--- src/rtl/uart_pkg.sv ---
// Shared UART definitions: error-bit positions and the stored receive-beat layout.
package uart_pkg;

    localparam int UART_ERR_OVERFLOW = 0;
    localparam int UART_ERR_FRAMING  = 1;
    localparam int UART_ERR_W        = 2;
    localparam int UART_DATA_W       = 8;

    typedef struct packed {
        logic [UART_ERR_W-1:0]  err;
        logic [UART_DATA_W-1:0] data;
    } uart_beat_t;

    localparam int UART_BEAT_W = $bits(uart_beat_t);

endpackage

--- src/rtl/uart_fifo_ram.sv ---
// Simple dual-port storage: one write port, one registered read port with load enable.
module uart_fifo_ram #(
    parameter int WIDTH  = 8,
    parameter int ADDR_W = 4
) (
    input  logic              clk,
    input  logic              reset_n,
    input  logic              wr_en,
    input  logic [ADDR_W-1:0] wr_addr,
    input  logic [WIDTH-1:0]  wr_data,
    input  logic              rd_en,
    input  logic [ADDR_W-1:0] rd_addr,
    output logic [WIDTH-1:0]  rd_data
);

    logic [WIDTH-1:0] mem_q [2**ADDR_W];
    logic [WIDTH-1:0] rd_data_q;
    logic [WIDTH-1:0] rd_data_d;

    always_ff @(posedge clk) begin
        if (wr_en) begin
            mem_q[wr_addr] <= wr_data;
        end
    end

    // The read register holds its value when not enabled, so the host keeps seeing the last byte.
    always_comb begin
        rd_data_d = rd_data_q;
        if (rd_en) begin
            rd_data_d = mem_q[rd_addr];
        end
    end

    always_ff @(posedge clk or negedge reset_n) begin
        if (!reset_n) begin
            rd_data_q <= '0;
        end else begin
            rd_data_q <= rd_data_d;
        end
    end

    assign rd_data = rd_data_q;

endmodule

--- src/rtl/uart_rx_fifo.sv ---
// UART receive buffer: show-ahead FIFO with sticky line-error flags and fill level.
// Optional `UART_RX_FIFO_ERRINFO_EN stores the per-byte error bits alongside the data.
module uart_rx_fifo
    import uart_pkg::*;
#(
    parameter int DEPTH_LOG2   = 4,
    parameter int AFULL_MARGIN = 2
) (
    input  logic                  clk,
    input  logic                  reset_n,
    output logic                  in_ready,
    input  logic                  in_valid,
    input  logic [UART_DATA_W-1:0] in_data,
    input  logic [UART_ERR_W-1:0] in_error,
    input  logic                  out_ready,
    output logic                  out_valid,
    output logic [UART_DATA_W-1:0] out_data,
    output logic [UART_ERR_W-1:0] out_error,
    input  logic                  flush,
    input  logic                  err_clear,
    output logic [DEPTH_LOG2:0]   level,
    output logic                  almost_full,
    output logic                  ovf_flag,
    output logic                  frm_flag
);

    localparam int DEPTH = 2**DEPTH_LOG2;
    localparam logic [DEPTH_LOG2:0]   DEPTH_L   = (DEPTH_LOG2+1)'(DEPTH);
    localparam logic [DEPTH_LOG2:0]   AFULL_L   = (DEPTH_LOG2+1)'(DEPTH - AFULL_MARGIN);
    localparam logic [DEPTH_LOG2:0]   LEVEL_ONE = {{DEPTH_LOG2{1'b0}}, 1'b1};
    localparam logic [DEPTH_LOG2-1:0] PTR_ONE   = {{(DEPTH_LOG2-1){1'b0}}, 1'b1};

`ifdef UART_RX_FIFO_ERRINFO_EN
    localparam int ENTRY_W = UART_BEAT_W;
`else
    localparam int ENTRY_W = UART_DATA_W;
`endif

    logic [DEPTH_LOG2-1:0] wr_ptr_q, wr_ptr_d;
    logic [DEPTH_LOG2-1:0] rd_ptr_q, rd_ptr_d;
    logic [DEPTH_LOG2:0]   level_q, level_d;
    logic                  in_ready_q, in_ready_d;
    logic                  out_valid_q, out_valid_d;
    logic                  almost_full_q, almost_full_d;
    logic                  ovf_q, ovf_d;
    logic                  frm_q, frm_d;

    logic                  push;
    logic                  pop;
    logic                  store;
    logic [ENTRY_W-1:0]    wr_entry;
    logic [ENTRY_W-1:0]    rd_entry;
    logic                  ram_wr_en;

    // Without error storage a framing-error byte completes its handshake but is dropped.
    always_comb begin
        push = in_valid & in_ready_q;
        pop  = out_valid_q & out_ready;
`ifdef UART_RX_FIFO_ERRINFO_EN
        store    = push;
        wr_entry = uart_beat_t'{err: in_error, data: in_data};
`else
        store    = push & ~in_error[UART_ERR_FRAMING];
        wr_entry = in_data;
`endif
    end

    // level_q counts only entries written on earlier edges, so the head becomes visible one
    // edge after its write; the RAM read address is the post-pop pointer.
    always_comb begin
        wr_ptr_d      = wr_ptr_q;
        rd_ptr_d      = rd_ptr_q;
        level_d       = level_q;
        out_valid_d   = 1'b0;
        ram_wr_en     = 1'b0;
        if (flush) begin
            wr_ptr_d = '0;
            rd_ptr_d = '0;
            level_d  = '0;
        end else begin
            ram_wr_en = store;
            if (store) begin
                wr_ptr_d = wr_ptr_q + PTR_ONE;
            end
            if (pop) begin
                rd_ptr_d = rd_ptr_q + PTR_ONE;
            end
            case ({store, pop})
                2'b10:   level_d = level_q + LEVEL_ONE;
                2'b01:   level_d = level_q - LEVEL_ONE;
                default: level_d = level_q;
            endcase
            out_valid_d = pop ? (level_q > LEVEL_ONE) : (level_q != '0);
        end
        in_ready_d    = (level_d != DEPTH_L);
        almost_full_d = (level_d >= AFULL_L);
    end

    // Sticky flags follow the handshake, and a set beats a same-cycle clear.
    always_comb begin
        ovf_d = (push & in_error[UART_ERR_OVERFLOW]) | (ovf_q & ~err_clear);
        frm_d = (push & in_error[UART_ERR_FRAMING])  | (frm_q & ~err_clear);
    end

    always_ff @(posedge clk or negedge reset_n) begin
        if (!reset_n) begin
            wr_ptr_q      <= '0;
            rd_ptr_q      <= '0;
            level_q       <= '0;
            in_ready_q    <= 1'b0;
            out_valid_q   <= 1'b0;
            almost_full_q <= 1'b0;
            ovf_q         <= 1'b0;
            frm_q         <= 1'b0;
        end else begin
            wr_ptr_q      <= wr_ptr_d;
            rd_ptr_q      <= rd_ptr_d;
            level_q       <= level_d;
            in_ready_q    <= in_ready_d;
            out_valid_q   <= out_valid_d;
            almost_full_q <= almost_full_d;
            ovf_q         <= ovf_d;
            frm_q         <= frm_d;
        end
    end

    uart_fifo_ram #(
        .WIDTH  (ENTRY_W),
        .ADDR_W (DEPTH_LOG2)
    ) u_ram (
        .clk     (clk),
        .reset_n (reset_n),
        .wr_en   (ram_wr_en),
        .wr_addr (wr_ptr_q),
        .wr_data (wr_entry),
        .rd_en   (out_valid_d),
        .rd_addr (rd_ptr_d),
        .rd_data (rd_entry)
    );

`ifdef UART_RX_FIFO_ERRINFO_EN
    uart_beat_t head;
    assign head      = rd_entry;
    assign out_data  = head.data;
    assign out_error = head.err;
`else
    assign out_data  = rd_entry;
    assign out_error = '0;
`endif

    assign in_ready    = in_ready_q;
    assign out_valid   = out_valid_q;
    assign level       = level_q;
    assign almost_full = almost_full_q;
    assign ovf_flag    = ovf_q;
    assign frm_flag    = frm_q;

endmodule

--- config.mk ---
export PLATFORM = sky130hd
export DESIGN_NAME = uart_rx_fifo
export DESIGN_NICKNAME = d
export VERILOG_FILES = /design/src/rtl/uart_pkg.sv /design/src/rtl/uart_fifo_ram.sv /design/src/rtl/uart_rx_fifo.sv
export SDC_FILE = /design/constraint.sdc
export NUM_CORES = 1
export LEC_CHECK = 0
export ABC_AREA = 1
export BUFFER_PORTS_ARGS = -buffer_cell sky130_fd_sc_hd__buf_2
export CAP_MARGIN = 20
export CORE_UTILIZATION = 55
export CTS_CLUSTER_SIZE = 24
export DETAILED_ROUTE_END_ITERATION = 10
export GPL_TIMING_DRIVEN = 1
export MAX_ROUTING_LAYER = met4
export PLACE_DENSITY = 0.76
export SLEW_MARGIN = 10
export SYNTH_ARGS = -nofsm -noshare
export SYNTH_HDL_FRONTEND = slang
export SYNTH_SLANG_ARGS = --single-unit
--- constraint.sdc ---
create_clock -name clk -period 2.15 [get_ports clk]
set_clock_uncertainty 0.1 [all_clocks]
set_input_delay 0 -clock clk [delete_from_list [all_inputs] [get_ports clk]]
set_output_delay 0 -clock clk [all_outputs]
set_load 0.05 [all_outputs]
; After elaboration in Yosys (flattened, before gate mapping)
; Memory sizes are Yosys's and may differ from the RTL's. A register that Yosys moved wholly into a read port is not among the register bits.
; Cells that the tools add are included.
[totals]
mem_count = 1
regBits = 18
ram_bits = 128
output_inout_bits = 20
elab_cells = 43
inputBits = 16
[op_classes]
n_addsub = 4
muxes = 11
n_reduce_logical = 3
bitwise = 11
eq_ne = 3
magnitude_cmp = 2
[memory_table]
columns = memory, depth, word_bits, read_ports, rd_ports_with_merged_regs, write_ports, line
row1 = u_ram.mem_q, 16, 8, 1, 1, 1, uart_fifo_ram.sv:16  ; logic [WIDTH-1:0] mem_q [2**ADDR_W];
[ops]
columns = op, n
row1 = 4-bit 2-to-1 mux, 4
row2 = 5-bit case mux with 2 select lines, 1
row3 = "4-bit by 1-bit adder with 4-bit output, second input constant", 2
row4 = 1-bit bitwise AND, 7
row5 = "5-bit by 1-bit adder with 5-bit output, second input constant", 1
row6 = "5-bit by 4-bit >= comparator with 1-bit output, second input constant", 1
row7 = "5-bit by 1-bit greater-than comparator with 1-bit output, second input constant", 1
row8 = 1-bit 2-to-1 mux, 5
row9 = 5-bit 2-to-1 mux, 1
row10 = "5-bit != test, second input constant", 1
row11 = 5-bit nonzero test, 1
row12 = "5-bit by 1-bit subtractor with 5-bit output, second input constant", 1
row13 = "2-bit by 1-bit == test with 1-bit output, second input constant", 1
row14 = "2-bit == test, second input constant", 1
row15 = 1-bit inverter, 2
row16 = 1-bit OR, 2
row17 = 2-bit nonzero test, 1
row18 = 1-bit logical NOT, 1

; Longest topological paths before layout
[depth]
ltp_word = 6
ltp_mapped = 12
mapped_depth_nobuf = 11

; Hierarchy
; Synthesis repeated with hierarchy kept, for this count alone.
[unflattened]
cells_unflattened = 616
area_unflattened_um2 = 6751.5
[modules_own_cells]
columns = mod, cells_per_inst, n_inst, area_per_inst_um2, seq_area_each_um2
row1 = uart_fifo_ram, 483, 1, 5635.4, 4043.9
row2 = uart_rx_fifo, 133, 1, 1116.1, 450.4

; Worst setup path after synthesis
; Ideal clock, no wire load.
[synth_path]
kind = register to register
startpoint = register in_ready_q, in the netlist in_ready
endpoint = register in_ready_q, in the netlist in_ready
period_less_slack_ns = 2.370
setup_ns = 0.126
arrival_ns = 2.144
path_slack_ns = -0.220
path_stages_with_launch = 13
path_cell_list = dfrtp_1 nand2_1 nor2_1 clkbuf_1 inv_1 ha_1 inv_1 o21ai_0 o21ai_0 inv_1 or2_2 nor2_1 nand3_1
[synth_between]
elab_chain_cells = 6
elab_cells_between_ends = 7
[synth_rtl]
columns = element, line
row1 = "start, declared", uart_rx_fifo.sv:42  ; logic in_ready_q, in_ready_d;
row2 = "start signal, assigned", uart_rx_fifo.sv:119  ; in_ready_q <= in_ready_d;
row3 = 1-bit bitwise AND (*), uart_rx_fifo.sv:57  ; push = in_valid & in_ready_q;
row4 = 1-bit bitwise AND (*), uart_rx_fifo.sv:63  ; store = push & ~in_error[UART_ERR_FRAMING];
row5 = 2-bit by 1-bit == test with 1-bit output or 2-bit == test (tied branches), uart_rx_fifo.sv:88  ; case ({store, pop})
row6 = 5-bit case mux with 2 select lines (*), uart_rx_fifo.sv:88
row7 = 5-bit 2-to-1 mux (*), uart_rx_fifo.sv:76  ; if (flush) begin
row8 = net level_d[1], uart_rx_fifo.sv:41  ; logic [DEPTH_LOG2:0] level_q, level_d;
row9 = 5-bit != test (*), uart_rx_fifo.sv:95  ; in_ready_d = (level_d != DEPTH_L);
row10 = net in_ready_d, uart_rx_fifo.sv:42
; The timed path passes the listed nets; every way through them passes the cells marked *.
; A chain may end at the register's enable or synchronous reset.

; Final worst setup path
[layout_path]
startpoint = register rd_ptr_q[0]
endpoint = register u_ram.rd_data_q[2], in the netlist u_ram.rd_data[2] (read register of u_ram.mem_q)
[layout_between]
elab_chain_cells = 3
[layout_rtl]
columns = element, line
row1 = "start, declared", uart_rx_fifo.sv:40  ; logic [DEPTH_LOG2-1:0] rd_ptr_q, rd_ptr_d;
row2 = "start signal, assigned", uart_rx_fifo.sv:117  ; rd_ptr_q <= rd_ptr_d;
row3 = 4-bit by 1-bit adder with 4-bit output, uart_rx_fifo.sv:86  ; rd_ptr_d = rd_ptr_q + PTR_ONE;
row4 = 4-bit 2-to-1 mux (*), uart_rx_fifo.sv:85  ; if (pop) begin
row5 = 4-bit 2-to-1 mux (*), uart_rx_fifo.sv:76
row6 = "end, declared", uart_fifo_ram.sv:17  ; logic [WIDTH-1:0] rd_data_q;
; Mark *: on every way between the ends. The rest lies on a longest branch, timed or not.

==> results.sh <==
export IMPL_status="complete, no violations"
export IMPL_core_sq_um=12800
export IMPL_initial_core_util_pct=57.3
export IMPL_crit_path_top_delay_cell="dfrtp_1"
export IMPL_hold_viol=0
export IMPL_power_density_nw_per_um2=961
export IMPL_port_buffers=33
export IMPL_reg2reg_setup_slack_ns=0.16
export IMPL_antenna_found_initial=0
export IMPL_num_rows=41
export IMPL_synth_area_leader_cell="edfxtp_1"
export IMPL_grt_pass1_wl_mm=27.4
export IMPL_max_clock_path_buffers=2
export IMPL_post_dp_hpwl_mm=10.7
export IMPL_setup_tns_final_ns=0
export IMPL_die_h_microns=118
export IMPL_combPwrFrac_pct=22.7
export IMPL_reg2reg_depth=11
export IMPL_diodes=0
export IMPL_wl_per_cell_microns=17.5
export IMPL_clock_power_share_pct=34.1
export IMPL_seq_area_sq_um=4500
export IMPL_synth_top_area_share_pct=52.3
export IMPL_synthTopCellsByCount="158 x inv_1, 128 x edfxtp_1, 126 x nand3_1"
export IMPL_yosys_cell_types_count=30
export IMPL_gr_usage_all_layers_pct=27.0
export IMPL_gp_congestion=0.978
export IMPL_design_area_sq_um=8420
export IMPL_antenna_violating_nets_post_route=0
export IMPL_worst_slew_pin_slew_ns=0.599
export IMPL_drtIter0Drc=618
export IMPL_seqPwrFrac_pct=43.1
export IMPL_worst_setup_path_type="flip-flop to flip-flop"
export IMPL_slew_violations=0
export IMPL_cp_num_cells=11
export IMPL_crit_chain="ha_1 > nor2_2 > nor2_4 > inv_2 > buf_4 > nand3_1 > nand3_1 > nand3_1 > nand2_1 > nand2_1 > nand2_1"
export IMPL_rsz0062_at_grt="false"
export IMPL_clock_sinks=154
export IMPL_synthesis_area_sq_um=7350
export IMPL_cap_viol_max_count=0
export IMPL_switching_share_pct=31.6
export IMPL_yosysMostFrequentCell="inv_1"
export IMPL_power_mw=8.09
export IMPL_period_needed_ns=1.99
export IMPL_synth_edf_count=128
export IMPL_relSlewSlack_pct=60.1
export IMPL_p_leak_nw=3.79
export IMPL_via_per_inst=5.59
export IMPL_path_delay_family="simple AND/OR/NAND/NOR gates"
export IMPL_hold_class="input pin to asynchronous set/reset pin"
export IMPL_start_kind="flip-flop"
export IMPL_die_area_sq_um=13800
export IMPL_timing_final_crit_share_pct=92.4
export IMPL_synth_seq_cells=154
export IMPL_synth_seq_area_share_pct=61.1
export IMPL_critPathBufInv=2
export IMPL_synth_flop_cell="edfxtp_1"
export IMPL_fillers=951
export IMPL_fmax_mhz=503
export IMPL_cts_max_level=4
export IMPL_cts_tree="yes"
export IMPL_overflow=0
export IMPL_setup_viol=0
export IMPL_final_cells=979
export IMPL_synth_async_reset_ratio_pct=16.9
export IMPL_post_cts_setup_buffers=0
export IMPL_cpPeakStageDelay_ns=0.42
export IMPL_arrival_ns=2.25
export IMPL_syn_avg_cell_area_sq_um=9.95
export IMPL_cp_required_ns=2.41
export IMPL_fin_nets=822
export IMPL_grt_max_degree=66
export IMPL_placedCellCount=935
export IMPL_placed_area_sq_um=7730
export IMPL_cts_made_buffers=17
export IMPL_power_switching_mw=2.55
export IMPL_chipWidth_microns=118
export IMPL_io_pins=36
export IMPL_cts_root_buf="clkbuf_16"
export IMPL_multi_input_area_sq_um=1970
export IMPL_drive_above_1_share_pct=13.5
export IMPL_grt_pass1_vias=5315
export IMPL_synthTopCellsByArea="edfxtp_1 52%, dfrtp_1 8.8%, nand3_1 8.6%, inv_1 8.1%, nand2_1 5.9%"
export IMPL_vias=5472
export IMPL_drc=0
export IMPL_p_int_mw=5.53
export IMPL_clk_pin_slew_ns=0.06
export IMPL_syn_to_final_growth_pct=14.4
export IMPL_irDropWorstVdd_mv=0.552
export IMPL_end_kind="flip-flop"
export IMPL_synth_warnings=0
export IMPL_cp_max_fo=11
export IMPL_syn_inst=739
export IMPL_drt_first_pass_iters=5
export IMPL_routed_wl_mm=17.1
export IMPL_worstSkewPairLatency_ns=0.42
## stage by stage
| step | hold slack, ns | util, % | setup WS (ns) |
|---|---|---|---|
| after floorplan | -0.396 | - | 0.0165 |
| after global placement | -0.0703 | 60.3 | 0.195 |
| after detailed placement | -0.0626 | 60.3 | 0.138 |
| after CTS | 0.0337 | 65.6 | 0.113 |
| after global routing | 0.0677 | 65.6 | 0.00542 |
| final | 0.0190 | 65.6 | 0.163 |
## layer usage
layer  up-vias  track usage [%]  routed length [microns]  share of wire [%]
met5         -                -                        0                  0
met3        35             5.91                     1440                8.4
met1      2578             34.6                     7150                 42
met4         0             12.9                      540                3.1
met2       285             41.0                     8020                 47
li1       2574                -                        -                  -
## kinds of logic (layout without fill, tap and decap cells)
kind of cell | count (synthesis) | count (layout) | synth area share (%)
AO/OA/AOI/OAI | 22 | 22 | 1.68
flip-flops | 154 | 154 | 61.1
XOR/XNOR | 1 | 1 | 0.119
other | 1 | 2 | 0.0510
AND/OR/NAND/NOR | 347 | 347 | 23.0
adder cells (fa/ha/maj) | 10 | 10 | 1.70
buffers and inverters | 204 | 271 | 12.3
## registers in the layout, summed over array words and instances, names as in the netlist
signal / flops
u_ram.mem_q: 128
u_ram.rd_data: 8
level: 5
rd_ptr_q: 4
wr_ptr_q: 4
almost_full: 1
frm_flag: 1
in_ready: 1
out_valid: 1
ovf_flag: 1
## power groups by stage
stage                     logic (mW)  registers (mW)  clock network (mW)
final                           1.84            3.49                2.76
after global placement          1.76            3.53                   0
after floorplan                0.996            3.92                   0
after detailed placement        1.80            3.54                   0
after CTS                       1.83            3.48                2.78
after global routing            2.00            3.50                2.90
## final timing paths
| kind | startpoint | to |
|---|---|---|
| max | rd_ptr_q[0] | u_ram.rd_data[2] |
| min reg2reg | u_ram.rd_data[7] | u_ram.rd_data[7] |
| max in group asynchronous | reset_n | in_ready |
| min | reset_n | in_ready |
| max reg2reg | rd_ptr_q[0] | u_ram.rd_data[2] |
| min in group clk | in_valid | wr_ptr_q[1] |
## area by class of cell
type                            count  area share [%]
Tap cell                          172            2.56
Clock buffer                       18            5.10
Inverter                          163            7.27
Timing Repair Buffer               78            6.99
Multi-Input combinational cell    382            23.4
Clock inverter                     12            1.29
Sequential cell                   154            53.4
## layout by cell type, fill, tap and decap left out, types with 2 or more instances in the layout
cell | Yosys | routed
conb_1 | 1 | 2
inv_1 | 158 | 158
dlygate4sd3_1 | 0 | 14
nand3_2 | 2 | 2
nor2_2 | 1 | 2
inv_2 | 5 | 5
o21ai_0 | 10 | 10
o211ai_1 | 4 | 4
clkinv_2 | 0 | 6
nand2_2 | 3 | 2
bufinv_16 | 0 | 2
nand3_1 | 126 | 126
clkinv_1 | 0 | 3
nor2_1 | 23 | 22
nand4_1 | 69 | 69
ha_1 | 10 | 10
nor3_2 | 2 | 2
dfrtp_1 | 26 | 25
buf_12 | 0 | 4
nand2_1 | 116 | 116
buf_4 | 13 | 27
clkbuf_16 | 0 | 17
a21oi_1 | 6 | 6
nor2_4 | 2 | 2
buf_2 | 11 | 33
edfxtp_1 | 128 | 128
## what timing repair did
action                                  4_1_cts  5_1_grt
endpoints found under the setup margin        0        1
hold buffers                                 14        0
endpoints found under the hold margin       164        0
gates resized for setup                       0        2
Power figures use the tool's default switching activity.
